### config.mk
export PLATFORM = sky130hd
export DESIGN_NAME = cpu_boot_ctrl
export DESIGN_NICKNAME = d
export VERILOG_FILES = /design/src/rtl/cpu_boot_ctrl.sv
export SDC_FILE = /design/constraint.sdc
export NUM_CORES = 1
export LEC_CHECK = 0
export CORE_MARGIN = 5
export CORE_UTILIZATION = 52
export DETAILED_ROUTE_END_ITERATION = 8
export MAX_ROUTING_LAYER = met4
export PLACE_DENSITY = 0.8
export RECOVER_POWER = 100
export SYNTH_ARGS = -nofsm -noshare
export SYNTH_HDL_FRONTEND = slang
export SYNTH_SLANG_ARGS = --single-unit
### constraint.sdc
create_clock -name clk -period 3.8 [get_ports clk]
set_clock_uncertainty 0.05 [all_clocks]
set_input_delay 0.57 -clock clk [delete_from_list [all_inputs] [get_ports clk]]
set_output_delay 0.57 -clock clk [all_outputs]
set_load 0.05 [all_outputs]
### src/rtl/cpu_boot_ctrl.sv
// cpu_boot_ctrl: boot sequencer for the single-cycle RISC-V core.
// Holds the core in reset, receives a length-prefixed image over the UART
// byte stream, assembles little-endian words into instruction memory and
// releases the core once the final word has been written. Bad lengths and
// stalled transfers park the block in a sticky error state with the core held.
module cpu_boot_ctrl #(
  parameter int ADDR_W      = 8,
  parameter int TIMEOUT_CYC = 1_000_000
) (
  input  logic              clk,
  input  logic              reset,
  input  logic              rx_valid,
  input  logic [7:0]        rx_data,
  output logic              imem_we,
  output logic [ADDR_W-1:0] imem_addr,
  output logic [31:0]       imem_wdata,
  output logic              cpu_reset,
  output logic              boot_done,
  output logic              boot_err,
  output logic [15:0]       words_loaded
);

  // Idle counter must be able to represent TIMEOUT_CYC itself.
  localparam int IDLE_W = $clog2(TIMEOUT_CYC + 1);
  localparam logic [IDLE_W-1:0] IDLE_LAST = IDLE_W'(TIMEOUT_CYC - 1);
  // Largest legal word count is the full memory, 2^ADDR_W words.
  localparam logic [16:0] MAX_WORDS = 17'd1 << ADDR_W;

  localparam logic [2:0] S_LEN_LO = 3'd0;
  localparam logic [2:0] S_LEN_HI = 3'd1;
  localparam logic [2:0] S_DATA   = 3'd2;
  localparam logic [2:0] S_RUN    = 3'd3;
  localparam logic [2:0] S_ERR    = 3'd4;

  logic [2:0]        state_q,     state_d;
  logic [1:0]        byte_idx_q,  byte_idx_d;
  logic [ADDR_W-1:0] word_idx_q,  word_idx_d;
  logic [IDLE_W-1:0] idle_q,      idle_d;
  logic              imem_we_q,   imem_we_d;
  logic [ADDR_W-1:0] imem_addr_q, imem_addr_d;
  logic [31:0]       imem_wdata_q, imem_wdata_d;
  logic              cpu_reset_q, cpu_reset_d;
  logic              boot_done_q, boot_done_d;
  logic              boot_err_q,  boot_err_d;
  logic [15:0]       words_q,     words_d;

  // Datapath-only registers: word count and the three low bytes of the word
  // being assembled. Their contents are always written before being used.
  logic [15:0] len_q, len_d;
  logic [23:0] asm_q, asm_d;

  logic [15:0] n_full;
  assign n_full = {rx_data, len_q[7:0]};

  // Next-state logic: byte acceptance, word assembly and idle timeout.
  always_comb begin
    state_d      = state_q;
    byte_idx_d   = byte_idx_q;
    word_idx_d   = word_idx_q;
    idle_d       = idle_q;
    imem_we_d    = 1'b0;
    imem_addr_d  = imem_addr_q;
    imem_wdata_d = imem_wdata_q;
    words_d      = words_q;
    boot_err_d   = boot_err_q;
    len_d        = len_q;
    asm_d        = asm_q;
    // Core status follows the state one cycle later, so the final write
    // lands before the core leaves reset.
    cpu_reset_d  = (state_q != S_RUN);
    boot_done_d  = (state_q == S_RUN);

    case (state_q)
      S_LEN_LO: begin
        // No timeout here: the host may take arbitrarily long to start.
        if (rx_valid) begin
          len_d   = {8'h00, rx_data};
          idle_d  = '0;
          state_d = S_LEN_HI;
        end
      end
      S_LEN_HI: begin
        if (rx_valid) begin
          len_d      = n_full;
          idle_d     = '0;
          byte_idx_d = 2'd0;
          word_idx_d = '0;
          if ({1'b0, n_full} > MAX_WORDS) begin
            state_d    = S_ERR;
            boot_err_d = 1'b1;
          end else if (n_full == 16'd0) begin
            state_d = S_RUN;
          end else begin
            state_d = S_DATA;
          end
        end else if (idle_q == IDLE_LAST) begin
          state_d    = S_ERR;
          boot_err_d = 1'b1;
        end else begin
          idle_d = idle_q + IDLE_W'(1);
        end
      end
      S_DATA: begin
        if (rx_valid) begin
          idle_d     = '0;
          byte_idx_d = byte_idx_q + 2'd1;
          if (byte_idx_q == 2'd3) begin
            imem_we_d    = 1'b1;
            imem_addr_d  = word_idx_q;
            imem_wdata_d = {rx_data, asm_q};
            words_d      = words_q + 16'd1;
            // Last-word detection uses the 16-bit count so a full-memory
            // image never wraps the address back to 0.
            if (words_q + 16'd1 == len_q) begin
              state_d = S_RUN;
            end else begin
              word_idx_d = word_idx_q + ADDR_W'(1);
            end
          end else begin
            // Bytes arrive LSB first; shifting in from the top leaves
            // {b2,b1,b0} after three bytes.
            asm_d = {rx_data, asm_q[23:8]};
          end
        end else if (idle_q == IDLE_LAST) begin
          state_d    = S_ERR;
          boot_err_d = 1'b1;
        end else begin
          idle_d = idle_q + IDLE_W'(1);
        end
      end
      S_RUN: begin
        state_d = S_RUN;
      end
      S_ERR: begin
        state_d     = S_ERR;
        cpu_reset_d = 1'b1;
        boot_err_d  = 1'b1;
      end
      default: begin
        state_d = S_LEN_LO;
      end
    endcase
  end

  // Control and output registers with asynchronous active-low reset.
  always_ff @(posedge clk or negedge reset) begin
    if (!reset) begin
      state_q      <= S_LEN_LO;
      byte_idx_q   <= 2'd0;
      word_idx_q   <= '0;
      idle_q       <= '0;
      imem_we_q    <= 1'b0;
      imem_addr_q  <= '0;
      imem_wdata_q <= 32'd0;
      cpu_reset_q  <= 1'b1;
      boot_done_q  <= 1'b0;
      boot_err_q   <= 1'b0;
      words_q      <= 16'd0;
    end else begin
      state_q      <= state_d;
      byte_idx_q   <= byte_idx_d;
      word_idx_q   <= word_idx_d;
      idle_q       <= idle_d;
      imem_we_q    <= imem_we_d;
      imem_addr_q  <= imem_addr_d;
      imem_wdata_q <= imem_wdata_d;
      cpu_reset_q  <= cpu_reset_d;
      boot_done_q  <= boot_done_d;
      boot_err_q   <= boot_err_d;
      words_q      <= words_d;
    end
  end

  // Length and assembly registers carry data only and need no reset.
  always_ff @(posedge clk) begin
    len_q <= len_d;
    asm_q <= asm_d;
  end

  assign imem_we      = imem_we_q;
  assign imem_addr    = imem_addr_q;
  assign imem_wdata   = imem_wdata_q;
  assign cpu_reset    = cpu_reset_q;
  assign boot_done    = boot_done_q;
  assign boot_err     = boot_err_q;
  assign words_loaded = words_q;

endmodule

# Yosys cells after proc, flatten, opt, wreduce, memory -nomap -nowiden
# Cells that the tools add are included.
[classes]
addsub = 4
multipliers = 0
div_mod_pow = 0
order_cmp = 1
eq_ne = 18
n_shift = 0
n_mux = 33
bitwise_logic = 2
n_reduce_logical = 16
[op_table]
columns = ["cell", "n"]
rows = [
  ["$mux 20", 3],
  ["$pmux 20 s2", 1],
  ["$mux 16", 2],
  ["$mux 8", 4],
  ["$pmux 16 s2", 1],
  ["$reduce_and 3->1", 8],
  ["$mux 3", 7],
  ["$add 20x1->20 const B", 1],
  ["$eq 20x20->1 const B", 1],
  ["$add 16x1->16 const B", 1],
  ["$eq 16x16->1", 1],
  ["$gt 16x9->1 const B", 1],
  ["$logic_not 16->1", 1],
  ["$pmux 8 s2", 1],
  ["$pmux 3 s5", 1],
  ["$ne 2x2->1 const B", 6],
  ["$ne 3x3->1 const B", 4],
  ["$mux 1", 9],
  ["$add 8x1->8 const B", 1],
  ["$eq 3x2->1 const B", 2],
  ["$reduce_bool 2->1", 3],
  ["$reduce_and 5->1", 1],
  ["$mux 2", 2],
  ["$pmux 2 s2", 1],
  ["10 further kinds", 11],
]
[totals]
regBits = 133
latchBits = 0
ram_bits = 0
romBits = 0
memories = 0

# Depth between registers and ports, before layout
[depth]
depth_word = 6
ltp_mapped = 11

# Worst setup path before layout
# OpenSTA, ideal clock, no wires.
[synth_path]
path_kind = "register -> register"
from = "register words_q[1], in the netlist words_loaded[1]"
to = "register word_idx_q[6]"
t_arrival_ps = 2770
required_ps = 3626
slack_ps = 856
path_stages_with_launch = 11
path_buffers = 1
cell_sequence = "dfrtp_1 > ha_1 > nand3_2 > or2_1 > a221o_1 > nor4_1 > nand4_1 > o21ai_2 > buf_4 > nor4_1 > a211o_1"
[synth_via]
elab_chain_len = 4
[synth_rtl]
columns = ["element", "line_no", "source"]
rows = [
  ["from (decl)", "45", "logic [15:0] words_q, words_d;"],
  ["from (signal assigned)", "170", "words_q <= words_d;"],
  ["$add 16x1->16", "114", "if (words_q + 16'd1 == len_q) begin"],
  ["$eq 16x16->1", "114", ""],
  ["$ne 2x2->1 (no line)", "n/a", ""],
  ["$reduce_and 5->1 (no line)", "n/a", ""],
  ["to (signal assigned)", "162", "word_idx_q <= word_idx_d;"],
  ["to (decl)", "37", "logic [ADDR_W-1:0] word_idx_q, word_idx_d;"],
]
# Every way passes these cells.
# A chain may end at the register's enable or synchronous reset.

# Final worst setup path
[layout_path]
from = "register words_q[0], in the netlist words_loaded[0]"
to = "register word_idx_q[7]"
# Same word-level chain as after synthesis.

==> metrics.txt <==
outcome=finished, violations left; failing checks=capacitance limit, slew limit; post-cts repair resize count=0; DP HPWL=just over 9000 um; average size of a mapped cell=roughly 10 um^2; Crit path largest cell delay=approximately 0.57 ns; # port buffers=70; Mapped Nets=622; register area share after synthesis=~57%; largest family of logic cells by synthesized area=simple AND/OR/NAND/NOR gates; GPL Wtd Cong=about 0.86; worst path bufs/invs=0; Clock Root Buffer=clkbuf_16; first-pass GRT wire length=about 23000 um; Final setup violation count=0; XOR/XNOR share of the synthesized area=5.515%; Crit path required time=a little over 4 ns; Antenna Nets Post-Route=0; clock-pin slew on the worst setup and hold paths=0.06 ns; IO Pins=between 70 and 80; initial antenna violation count=0; yosys warns=0; leakage=around 3.4 nW; CP startpoint=words_loaded[0]$_DFFE_PN0P_; area grow syn2layout=20.36%; Diodes inserted=0; die area=between 10000 and 15000 um^2; vias per cell=5.663; highest clock rate=~0.29 GHz; Netlist cell types=71; post-synthesis async set-or-reset flop share=between 60% and 70%; DR WL/cell=~17 um; Hold/Removal Path Class=register to register; pwr/cell area=roughly 410 nW/um^2; Period minus WS final=roughly 3.4 ns; Chip Height=between 100 and 150 um; 1st-iter DRT viols=385; Sink Count=around 130; ratio of cells with drive above 1 in the final layout=under 10%; maximum vdd ir drop=slightly below 300 uV; Tcrit/Tclk final=90.29%; grt total ovfl=0; Worst-Skew Late Latency=roughly 0.42 ns; cells after synthesis=about 610; final hold vios=0; post-synthesis compound-gate area fraction=8.364%; setup bufs post-CTS=0; setup TNS=0 ns; CTS H-tree depth=4; Synth Area in Adders=less than 1%; Hold Path Origin=asm_q[4]$_DFFE_PP_; synthesized cell area=approximately 6200 um^2; DR pass1 iterations=6; Final Max Tran Viols=66; Slew headroom=-9.813%; WL final=13710 um; Worst Path Arrival=approximately 3.7 ns; Post-synth EDFFs=40; Simple-Gate Fraction of Synth Area=between 20% and 30%; CORE AREA=~12000 um^2; CTS tree=built; register bit total from synthesis=around 130; CTS Hold Bufs=0; via count=roughly 4700; CP max-delay cell=o21ai_2; CTS buffer count=17; fin util=around 64%; CP Max Fanout=16; CP Cell Sequence=ha_1, nand3_1, or2_0, a221o_1, nor4_1, nand4_1, o21ai_2, and2_1, a211o_1; Main synth FF type=dfrtp_1; total chip power=roughly 3.1 mW; vias in the first global route=4536; Die X=about 120 um; CP Capture Type=register; critical path launch point type=register; RR Startpoint=words_loaded[0]$_DFFE_PN0P_; Tot GR Track Use=between 20% and 30%; nets=a little under 700; crit-path leading delay family=simple AND/OR/NAND/NOR gates; mux cell area share after synthesis=0.8283%; DRC=0; measured slew at the worst slew-check pin=between 1.5 and 2 ns; Initial Utilization=between 50% and 60%; largest net degree at the start of global routing=66; row count=39; RSZ-0062 raised after global routing=false; Max Cap Viol=1; Critical Setup Path Class=register to register; Clock Tree Buf Depth=2
-- cells by family after synthesis --
group                    after synthesis
adder cells (fa/ha/maj)                5
AO/OA/AOI/OAI                         75
flip-flops                           133
multiplexers                           5
buffers and inverters                 42
AND/OR/NAND/NOR                      308
XOR/XNOR                              39
-- state kept, by name, summed over array words and instances, names as in the netlist --
signal / flops
state_q: 3
asm_q: 24
boot_done: 1
cpu_reset: 1
imem_wdata: 32
boot_err: 1
len_q: 16
idle_q: 20
words_loaded: 16
word_idx_q: 8
imem_addr: 8
imem_we: 1
byte_idx_q: 2
-- worst register-to-register path: stages, from the launching register on --
cell,delay (ns)
dfrtp_1,0.51
ha_1,0.34
nand3_1,0.24
or2_0,0.30
a221o_1,0.32
nor4_1,0.36
nand4_1,0.27
o21ai_2,0.57
and2_1,0.29
a211o_1,0.14
-- metal layers --
metal | vias to the layer above | routed length, um | global-route usage [%]
li1 | 2234 | - | -
met1 | 2274 | 5787 | 26.13
met2 | 159 | 7008 | 33.42
met3 | 22 | 730 | 4.976
met4 | 0 | 186 | 6.662
met5 | - | 0 | -
-- report_power, final --
group | switching (mW) | internal (mW)
Combinational | 0.0334 | 0.0116
Sequential | 0.00237 | 1.47
Clock | 0.670 | 0.891
Total | 0.706 | 2.38
-- area by class of cell --
type,instances,area (um^2)
Fill cell,909,4110
Multi-Input combinational cell,432,2411
Timing Repair Buffer,76,723.2
Tap cell,143,178.9
Clock buffer,18,450.4
Inverter,12,45.04
Clock inverter,14,116.4
Sequential cell,133,3530
-- synth_stat cells (2+ instances only) --
library cell / number / area (um^2)
a211o_1: 2 / 17.52
a21boi_0: 4 / 30.03
a21o_1: 4 / 30.03
a21oi_1: 14 / 70.07
and2_1: 2 / 12.51
and3_1: 13 / 81.33
buf_1: 4 / 15.01
buf_2: 7 / 35.03
buf_4: 5 / 37.54
buf_6: 3 / 33.78
clkbuf_1: 10 / 37.54
dfrtp_1: 92 / 2302
edfxtp_1: 40 / 1201
ha_1: 4 / 50.05
inv_1: 12 / 45.04
mux2i_1: 4 / 40.04
nand2_1: 156 / 585.6
nand2b_1: 4 / 25.02
nand3_1: 22 / 110.1
nand3_2: 3 / 30.03
nand4_1: 11 / 68.82
nor2_1: 36 / 135.1
nor2b_1: 14 / 87.58
nor3_1: 12 / 60.06
nor3b_1: 2 / 15.01
nor4_1: 10 / 62.56
o211ai_1: 4 / 30.03
o21ai_0: 20 / 100.1
o22a_1: 2 / 17.52
o311a_1: 2 / 20.02
o31a_1: 2 / 17.52
o31ai_1: 4 / 30.03
or2_1: 2 / 12.51
or3_1: 6 / 37.54
or4_4: 2 / 22.52
xnor2_1: 20 / 175.2
xor2_1: 19 / 166.4
-- placed cells by master (no fill, tap or decap), types with 5 or more instances in the layout --
| cell type | instances |
|---|---|
| xor2_1 | 19 |
| nor3_1 | 14 |
| inv_1 | 12 |
| o21ai_0 | 21 |
| nor2_1 | 35 |
| inv_6 | 5 |
| nand4_1 | 11 |
| nand2_1 | 156 |
| dlygate4sd3_1 | 68 |
| nor4_1 | 10 |
| and3_1 | 13 |
| edfxtp_1 | 40 |
| dfrtp_1 | 92 |
| or3_1 | 6 |
| nand3_1 | 24 |
| nor2b_1 | 14 |
| xnor2_1 | 20 |
| a21oi_1 | 14 |
| clkbuf_16 | 18 |
-- worst paths after layout --
check / end / slack [ns] / cells after the start
max: word_idx_q[7]$_DFFE_PN0P_ / 0.37 / 9
min: imem_wdata[4]$_DFFE_PN0P_ / 0.39 / 2
min in group asynchronous: idle_q[12]$_DFFE_PN0P_ / 0.53 / 1
max reg2reg: word_idx_q[7]$_DFFE_PN0P_ / 0.37 / 9
max in group asynchronous: words_loaded[0]$_DFFE_PN0P_ / 1.67 / 2
min reg2reg: imem_wdata[4]$_DFFE_PN0P_ / 0.39 / 2
-- stage by stage --
stage	cells	area [um^2]	setup WS [ns]	hold WS (ns)
after global placement	796	6950	0.7133	0.3728
after global routing	828	7455	0.1554	0.4175
after detailed placement	796	6950	0.5449	0.3724
after floorplan	607	6193	0.8565	0.2244
final	828	7455	0.3690	0.3902
after CTS	828	7517	0.5084	0.2280
No activity file was read; power rests on OpenSTA's default activity.
